`src/rtl/axi_rd_arbiter_if.sv`:
```
// axi_rd_arbiter_if: AXI4 read address/data channel bundle between the arbiter (master) and the bus (slave).
interface axi_rd_arbiter_if #(
  parameter int ID_WIDTH   = 13,
  parameter int ADDR_WIDTH = 64,
  parameter int DATA_WIDTH = 64
);
  logic [ID_WIDTH-1:0]   arid;
  logic [ADDR_WIDTH-1:0] araddr;
  logic [7:0]            arlen;
  logic [2:0]            arsize;
  logic [1:0]            arburst;
  logic                  arlock;
  logic [3:0]            arcache;
  logic [2:0]            arprot;
  logic                  arvalid;
  logic                  arready;
  logic [ID_WIDTH-1:0]   rid;
  logic [DATA_WIDTH-1:0] rdata;
  logic [1:0]            rresp;
  logic                  rlast;
  logic                  rvalid;
  logic                  rready;
  modport master (
    output arid, araddr, arlen, arsize, arburst, arlock, arcache, arprot, arvalid, rready,
    input  arready, rid, rdata, rresp, rlast, rvalid
  );
  modport slave (
    input  arid, araddr, arlen, arsize, arburst, arlock, arcache, arprot, arvalid, rready,
    output arready, rid, rdata, rresp, rlast, rvalid
  );
endinterface

```
`src/rtl/axi_rd_arbiter.sv`:
```
// axi_rd_arbiter: shares one AXI4 read channel between icache and dcache, one burst in flight.
// Define AXI_RD_ARB_RR_EN for round-robin tie-breaking; otherwise the dcache wins every tie.
module axi_rd_arbiter #(
  parameter int                  ID_WIDTH   = 13,
  parameter int                  ADDR_WIDTH = 64,
  parameter int                  DATA_WIDTH = 64,
  parameter logic [ID_WIDTH-1:0] IC_ID      = 0,
  parameter logic [ID_WIDTH-1:0] DC_ID      = 1
) (
  input  logic                  clk,
  input  logic                  reset,
  input  logic                  ic_req,
  input  logic [ADDR_WIDTH-1:0] ic_addr,
  input  logic [7:0]            ic_len,
  output logic                  ic_gnt,
  output logic                  ic_rvalid,
  output logic                  ic_rlast,
  input  logic                  dc_req,
  input  logic [ADDR_WIDTH-1:0] dc_addr,
  input  logic [7:0]            dc_len,
  output logic                  dc_gnt,
  output logic                  dc_rvalid,
  output logic                  dc_rlast,
  output logic [DATA_WIDTH-1:0] rdata,
  axi_rd_arbiter_if.master      m_axi
);
  typedef enum logic [1:0] {IDLE, ADDR, DATA} state_t;
  state_t                state, state_nx;
  logic                  owner;
  logic                  pick_dc;
  logic                  hs;
  logic [ADDR_WIDTH-1:0] addr_q;
  logic [7:0]            len_q;
  logic [ID_WIDTH-1:0]   id_q;
`ifdef AXI_RD_ARB_RR_EN
  logic last_dc;
  always_ff @(posedge clk)
    if (reset) last_dc <= 1'b0;
    else if (hs) last_dc <= owner;
  assign pick_dc = dc_req && (!ic_req || !last_dc);
`else
  // Loads must not be starved by instruction prefetch.
  assign pick_dc = dc_req;
`endif
  always_ff @(posedge clk)
    if (reset) begin
      state  <= IDLE;
      owner  <= 1'b0;
      addr_q <= '0;
      len_q  <= '0;
      id_q   <= '0;
    end else begin
      state <= state_nx;
      if (state == IDLE && (ic_req || dc_req)) begin
        owner  <= pick_dc;
        addr_q <= pick_dc ? dc_addr : ic_addr;
        len_q  <= pick_dc ? dc_len : ic_len;
        id_q   <= pick_dc ? DC_ID : IC_ID;
      end
    end
  always_comb begin
    state_nx        = state;
    m_axi.arvalid   = state == ADDR;
    m_axi.rready    = state == DATA;
    m_axi.arid      = id_q;
    m_axi.araddr    = addr_q;
    m_axi.arlen     = len_q;
    m_axi.arsize    = 3'b011;
    m_axi.arburst   = 2'b01;
    m_axi.arlock    = 1'b0;
    m_axi.arcache   = 4'b0000;
    m_axi.arprot    = 3'b000;
    hs              = m_axi.arvalid && m_axi.arready;
    ic_gnt          = hs && !owner;
    dc_gnt          = hs && owner;
    ic_rvalid       = m_axi.rready && !owner && m_axi.rvalid;
    dc_rvalid       = m_axi.rready && owner && m_axi.rvalid;
    ic_rlast        = ic_rvalid && m_axi.rlast;
    dc_rlast        = dc_rvalid && m_axi.rlast;
    rdata           = m_axi.rdata;
    state_nx        = state == IDLE ? ((ic_req || dc_req) ? ADDR : IDLE)
                    : state == ADDR ? (m_axi.arready ? DATA : ADDR)
                    : (state != DATA || (m_axi.rvalid && m_axi.rlast)) ? IDLE : DATA;
  end
  // Protocol violations are flagged but the beat is still delivered to the owner.
  always_ff @(posedge clk)
    if (!reset && state == DATA && m_axi.rvalid) begin
      assert (m_axi.rid == id_q) else $error("axi_rd_arbiter: rid %0h differs from arid %0h", m_axi.rid, id_q);
      assert (m_axi.rresp == 2'b00) else $error("axi_rd_arbiter: rresp %0b is not OKAY", m_axi.rresp);
    end
endmodule

```
`src/flat_wrapper.sv`:
```
// flat-port wrapper written by rule: the top's interface ports become plain ports
module axi_rd_arbiter_flat 
#(
  parameter int                  ID_WIDTH   = 13,
  parameter int                  ADDR_WIDTH = 64,
  parameter int                  DATA_WIDTH = 64,
  parameter logic [ID_WIDTH-1:0] IC_ID      = 0,
  parameter logic [ID_WIDTH-1:0] DC_ID      = 1
)
  (clk, reset, ic_req, ic_addr, ic_len, ic_gnt, ic_rvalid, ic_rlast, dc_req, dc_addr, dc_len, dc_gnt, dc_rvalid, dc_rlast, rdata, m_axi_arid, m_axi_araddr, m_axi_arlen, m_axi_arsize, m_axi_arburst, m_axi_arlock, m_axi_arcache, m_axi_arprot, m_axi_arvalid, m_axi_rready, m_axi_arready, m_axi_rid, m_axi_rdata, m_axi_rresp, m_axi_rlast, m_axi_rvalid);
  axi_rd_arbiter_if #(.ID_WIDTH(ID_WIDTH), .ADDR_WIDTH(ADDR_WIDTH), .DATA_WIDTH(DATA_WIDTH)) m_axi_i ();
  input  logic clk;
  input  logic reset;
  input  logic ic_req;
  input  logic [ADDR_WIDTH-1:0] ic_addr;
  input  logic [7:0] ic_len;
  output logic ic_gnt;
  output logic ic_rvalid;
  output logic ic_rlast;
  input  logic dc_req;
  input  logic [ADDR_WIDTH-1:0] dc_addr;
  input  logic [7:0] dc_len;
  output logic dc_gnt;
  output logic dc_rvalid;
  output logic dc_rlast;
  output logic [DATA_WIDTH-1:0] rdata;
  output wire logic [$bits(m_axi_i.arid)-1:0] m_axi_arid;
  output wire logic [$bits(m_axi_i.araddr)-1:0] m_axi_araddr;
  output wire logic [$bits(m_axi_i.arlen)-1:0] m_axi_arlen;
  output wire logic [$bits(m_axi_i.arsize)-1:0] m_axi_arsize;
  output wire logic [$bits(m_axi_i.arburst)-1:0] m_axi_arburst;
  output wire logic [$bits(m_axi_i.arlock)-1:0] m_axi_arlock;
  output wire logic [$bits(m_axi_i.arcache)-1:0] m_axi_arcache;
  output wire logic [$bits(m_axi_i.arprot)-1:0] m_axi_arprot;
  output wire logic [$bits(m_axi_i.arvalid)-1:0] m_axi_arvalid;
  output wire logic [$bits(m_axi_i.rready)-1:0] m_axi_rready;
  input wire logic [$bits(m_axi_i.arready)-1:0] m_axi_arready;
  input wire logic [$bits(m_axi_i.rid)-1:0] m_axi_rid;
  input wire logic [$bits(m_axi_i.rdata)-1:0] m_axi_rdata;
  input wire logic [$bits(m_axi_i.rresp)-1:0] m_axi_rresp;
  input wire logic [$bits(m_axi_i.rlast)-1:0] m_axi_rlast;
  input wire logic [$bits(m_axi_i.rvalid)-1:0] m_axi_rvalid;
  assign m_axi_arid = m_axi_i.arid;
  assign m_axi_araddr = m_axi_i.araddr;
  assign m_axi_arlen = m_axi_i.arlen;
  assign m_axi_arsize = m_axi_i.arsize;
  assign m_axi_arburst = m_axi_i.arburst;
  assign m_axi_arlock = m_axi_i.arlock;
  assign m_axi_arcache = m_axi_i.arcache;
  assign m_axi_arprot = m_axi_i.arprot;
  assign m_axi_arvalid = m_axi_i.arvalid;
  assign m_axi_rready = m_axi_i.rready;
  assign m_axi_i.arready = m_axi_arready;
  assign m_axi_i.rid = m_axi_rid;
  assign m_axi_i.rdata = m_axi_rdata;
  assign m_axi_i.rresp = m_axi_rresp;
  assign m_axi_i.rlast = m_axi_rlast;
  assign m_axi_i.rvalid = m_axi_rvalid;
  axi_rd_arbiter #(.ID_WIDTH(ID_WIDTH), .ADDR_WIDTH(ADDR_WIDTH), .DATA_WIDTH(DATA_WIDTH), .IC_ID(IC_ID), .DC_ID(DC_ID)) u_core (.clk(clk), .reset(reset), .ic_req(ic_req), .ic_addr(ic_addr), .ic_len(ic_len), .ic_gnt(ic_gnt), .ic_rvalid(ic_rvalid), .ic_rlast(ic_rlast), .dc_req(dc_req), .dc_addr(dc_addr), .dc_len(dc_len), .dc_gnt(dc_gnt), .dc_rvalid(dc_rvalid), .dc_rlast(dc_rlast), .rdata(rdata), .m_axi(m_axi_i));
endmodule
```
`config.mk`:
```
export PLATFORM = sky130hd
export DESIGN_NAME = axi_rd_arbiter_flat
export DESIGN_NICKNAME = d
export VERILOG_FILES = /design/src/rtl/axi_rd_arbiter_if.sv /design/src/rtl/axi_rd_arbiter.sv /design/src/flat_wrapper.sv
export SDC_FILE = /design/constraint.sdc
export NUM_CORES = 1
export LEC_CHECK = 0
export BUFFER_PORTS_ARGS = -buffer_cell sky130_fd_sc_hd__buf_2
export CORE_AREA = 2 2 154 156
export CTS_CLUSTER_SIZE = 10
export DETAILED_ROUTE_END_ITERATION = 12
export DIE_AREA = 0 0 156 158
export HOLD_SLACK_MARGIN = 0.08
export SYNTH_ARGS = -nofsm -noshare
export SYNTH_HDL_FRONTEND = slang
export SYNTH_SLANG_ARGS = --single-unit
```
`constraint.sdc`:
```
create_clock -name clk -period 1.47 [get_ports clk]
set_input_delay 0.0735 -clock clk [delete_from_list [all_inputs] [get_ports clk]]
set_output_delay 0.0735 -clock clk [all_outputs]
set_load 0.05 [all_outputs]
```
### Word-level counts from Yosys, hierarchy flattened

Index checks and enable logic that the tools add are counted.

* eq/ne operators: 3
* muxes and demuxes: 8
* reduce and logical (&&, ||, !) cells: 15

Operators by type and width (number)
* $mux W64: 1
* $logic_and A1 B1 Y1: 11
* $mux W2: 4
* $mux W8: 1
* $eq A2 B1 Y1 const B: 1
* $eq A2 B2 Y1 const B: 1
* $logic_not A2 Y1: 1
* $logic_or A1 B1 Y1: 2
* $mux W1: 2
* $ne A2 B2 Y1 const B: 1
* $logic_not A1 Y1: 1

* flip-flop bits (word level): 88
* input port bits: 230
* output and inout bits: 170

### Logic depth before layout (Yosys ltp)

* word-level depth: 5
* gate-level depth with buffers: 5

### Least setup slack after synthesis

No wires, ideal clock.

* kind: reg2out
* start point: register u_core.state[1]
* end point: output port ic_rlast
* data arrival time: 2.223 ns
* data required time: 1.397 ns
* path slack: -0.827 ns
* stages on the path, launching flop included: 4
* cells stage by stage: dfxtp_1 -> nor2b_1 -> and3b_1 -> and2_1

* cells in the longest elaborated chain, start to end: 4

RTL lines
* start: declaration: RTL line axi_rd_arbiter.sv:28 `state_t state, state_nx;`
* start signal: assignment: RTL line axi_rd_arbiter.sv:53 `state <= state_nx;`
* $eq A2 B2 Y1: RTL line axi_rd_arbiter.sv:64 `m_axi.rready = state == DATA;`
* via m_axi_rready: RTL line flat_wrapper.sv:36 `output wire logic [$bits(m_axi_i.rready)-1:0] m_axi_rready;`
* $logic_and A1 B1 Y1 (2 in series): RTL line axi_rd_arbiter.sv:76 `ic_rvalid = m_axi.rready && !owner && m_axi.rvalid;`
* via ic_rvalid: RTL line flat_wrapper.sv:18 `output logic ic_rvalid;`
* $logic_and A1 B1 Y1: RTL line axi_rd_arbiter.sv:78 `ic_rlast = ic_rvalid && m_axi.rlast;`
* end: declaration: RTL line flat_wrapper.sv:19 `output logic ic_rlast;`

The timed path passes the listed nets, and every way through them passes these cells.

### Worst setup path after layout

* start point: register u_core.state[1]
* end point: output port dc_rlast

* cells in the longest elaborated chain, start to end: 4

RTL lines
* $eq A2 B2 Y1: RTL line axi_rd_arbiter.sv:64
* $logic_and A1 B1 Y1 (2 in series): RTL line axi_rd_arbiter.sv:77 `dc_rvalid = m_axi.rready && owner && m_axi.rvalid;`
* $logic_and A1 B1 Y1: RTL line axi_rd_arbiter.sv:79 `dc_rlast = dc_rvalid && m_axi.rlast;`
* end: declaration: RTL line flat_wrapper.sv:25 `output logic dc_rlast;`

Every way passes these cells.

==> results_dict.tcl <==
set metrics [dict create \
    vias 3724 \
    finalCritPeriodShare 0.969 \
    rsz0062_at_grt "true" \
    path_class "reg -> out" \
    wl_mm 13.8 \
    worstPathCellList "nor2b_4, and3_4, and2_4, buf_8" \
    area_growth_pct 31.1 \
    synth.top_cell.area_share 0.333 \
    cts.path.max_buffers 2 \
    yosysUniqueCellTypes 19 \
    cts_made_buffers 9 \
    io_buffers 231 \
    max_freq_mhz 702 \
    hp-class "in -> reg" \
    synthCells 444 \
    cp.arrival_ns 1.35 \
    grt_use_total 0.103 \
    cts_num_sinks 75 \
    path_max_fanout 4 \
    clkLatencyLatePin_ns 0.34 \
    core_um2 23100 \
    dr.first_iter.drc_count 111 \
    ys_seq_elements 75 \
    synth_area_leaders "dfxtp_1 33%, a211oi_2 19%, mux2i_1 16%, buf_4 15%, a21oi_1 8.3%" \
    die_w_um 156 \
    p_int_mw 4.53 \
    worst_setup_path_start_kind "register" \
    start_util 0.196 \
    tritoncts "done" \
    layout_commonest_cell "buf_2" \
    period_needed_ns 1.42 \
    antenna_cells 0 \
    seqPwrFrac 0.324 \
    slowest_stage "dfxtp_4" \
    drtPass1Iterations 4 \
    r2r_end "u_core.m_axi.araddr[5]$_SDFFE_PP0P_" \
    combPwrFrac 0.365 \
    dieArea_um2 24600 \
    design_area_um2 5920 \
    rows 56 \
    swShare 0.393 \
    overflow 0 \
    nets 833 \
    grt_first_pass_wirelength_mm 19.4 \
    p_clk_frac 0.311 \
    grt_max_degree 76 \
    finalClockSkew_ns 0.00776 \
    holdCritStartpoint "ic_addr[8]" \
    postSynthAreaPerCell_um2 10.2 \
    placed_cells 867 \
    fillers 2449 \
    path_buf_inv 1 \
    switching_power_mw 2.93 \
    dieHeight_um 158 \
    drive_gt1_frac 0.572 \
    io_pins 400 \
    via_per_inst 4.15 \
    outcome "finished clean" \
    ir_drop_uv 430 \
    power_density_nw_per_um2 1260 \
    finalMaxSlewViolations 0 \
    cts_max_level 3 \
    cp.depth 4 \
    setup_viol_count_final 0 \
    reg2reg_depth 5 \
    layout_common_cells "225 x buf_2, 74 x a21oi_1, 72 x mux2i_1, 72 x dfxtp_1, 70 x a211oi_2" \
    tns_ns 0 \
    endpoint_kind "output port" \
    post_drt_wl_per_cell_um 15.4 \
    final-seq-area_um2 1510 \
    cts.clk_slew.worst_paths_ns 0.07 \
    finalHoldViolations 0 \
    antenna_found_initial 0 \
    hold_depth 3 \
    crit_family "simple AND/OR/NAND/NOR gates" \
    post_dp_cell_area_um2 5400 \
    root_buffer "clkbuf_16" \
    drv_cap 0 \
    hold_end "u_core.m_axi.araddr[8]$_SDFFE_PP0P_" \
    cpPeakStageDelay_ns 0.36 \
    whs_ns 0.103 \
    synth_area_um2 4510 \
    power_leakage_nw 2.76 \
    reg2reg_slack_ns 0.08 \
    layout.cells.non_filler 897 \
    required_ns 1.40 \
    antenna_left 0 \
    route.detailed.drc 0 \
    grt_pass1_vias 3539 \
    ys_warn_count 0 \
    rr_startpoint "u_core.state[1]$_SDFF_PP0_" \
    dp_hpwl_mm 9.90 \
    ys_seq_area_frac 0.333 \
    multi_input_area_um2 2230 \
    yosysTopAreaCell "dfxtp_1" \
    place.gp.congestion 0.690 \
]
[power groups by stage]
stage          clock, mW  combinational, mW  sequential (mW)
3_5_place_dp           0               2.65             2.45
5_1_grt             2.51               2.89             2.45
6_report            2.32               2.73             2.41
4_1_cts             2.44               2.67             2.41
3_3_place_gp           0               2.62             2.45
2_1_floorplan          0               1.67             3.31
[registers in the layout, indices dropped and copies added (netlist names)]
| name | flops |
|---|---|
| u_core.state | 2 |
| u_core.m_axi.araddr | 64 |
| u_core.m_axi.arid | 1 |
| u_core.m_axi.arlen | 8 |
[area by class of cell]
cell class,instances,area share
Multi-Input combinational cell,262,0.376
Clock inverter,4,0.00846
Timing Repair Buffer,255,0.256
Sequential cell,75,0.255
Tap cell,290,0.0613
Clock buffer,11,0.0427
[cells by family (layout without fill, tap and decap cells)]
group                  after synthesis  after routing  synth area share
AO/OA/AOI/OAI                      148            148             0.283
AND/OR/NAND/NOR                     17             17            0.0202
flip-flops                          75             75             0.333
other                                2             25           0.00166
buffers and inverters              130            270             0.203
multiplexers                        72             72             0.160
[per-stage QoR]
step | worst slack, ns | total power [mW] | utilization
after floorplan | -0.111 | 4.98 | -
after global placement | 0.156 | 5.07 | 0.234
after detailed placement | 0.127 | 5.10 | 0.234
after CTS | 0.00552 | 7.52 | 0.252
after global routing | -0.00695 | 7.85 | 0.257
final | 0.0451 | 7.46 | 0.257
[how the worst max path moves through the flow]
stage / startpoint / end / slack, ns
after floorplan: u_core.state[1]$_SDFF_PP0_ / ic_rlast / -0.11
after global placement: u_core.state[0]$_SDFF_PP0_ / u_core.m_axi.arlen[5]$_SDFFE_PP0P_ / 0.16
after detailed placement: u_core.state[0]$_SDFF_PP0_ / u_core.m_axi.arlen[5]$_SDFFE_PP0P_ / 0.13
after CTS: u_core.state[1]$_SDFF_PP0_ / ic_rlast / 0.006
after global routing: u_core.state[1]$_SDFF_PP0_ / ic_rlast / -0.007
final: u_core.state[1]$_SDFF_PP0_ / dc_rlast / 0.05
[worst reg2reg max path, cell delays in order, from the launching register on]
cell	delay (ns)
dfxtp_4	0.35
buf_4	0.14
nor2_4	0.10
and2_4	0.27
buf_12	0.27
a211oi_2	0.14
[what timing repair did]
action,4_1_cts,5_1_grt
endpoints found under the setup margin,6,65
endpoints found under the hold margin,13,0
gates resized for setup,9,12
hold buffers,8,0
pin swaps,0,5
cloned,0,2
buffers inserted,1,4
[synthesized netlist by cell type (all sizes together)]
cell,instances
conb,2
mux2i,72
a21oi,75
or2,1
nand2,5
a21bo,1
nor2b,2
buf,122
nor2,2
a211oi,72
and3,2
nand2b,1
and3b,1
clkbuf,8
dfxtp,75
and2,3
[per-layer routing]
layer	wire, um	GRT usage	share of wire	vias to the layer above
met5	0	0	0	-
met4	377	0.0467	0.027	0
met3	1190	0.0386	0.086	32
met2	7090	0.189	0.51	182
met1	5180	0.104	0.37	1707
li1	-	-	-	1803
Note: power is estimated with default switching activity, not from simulation.
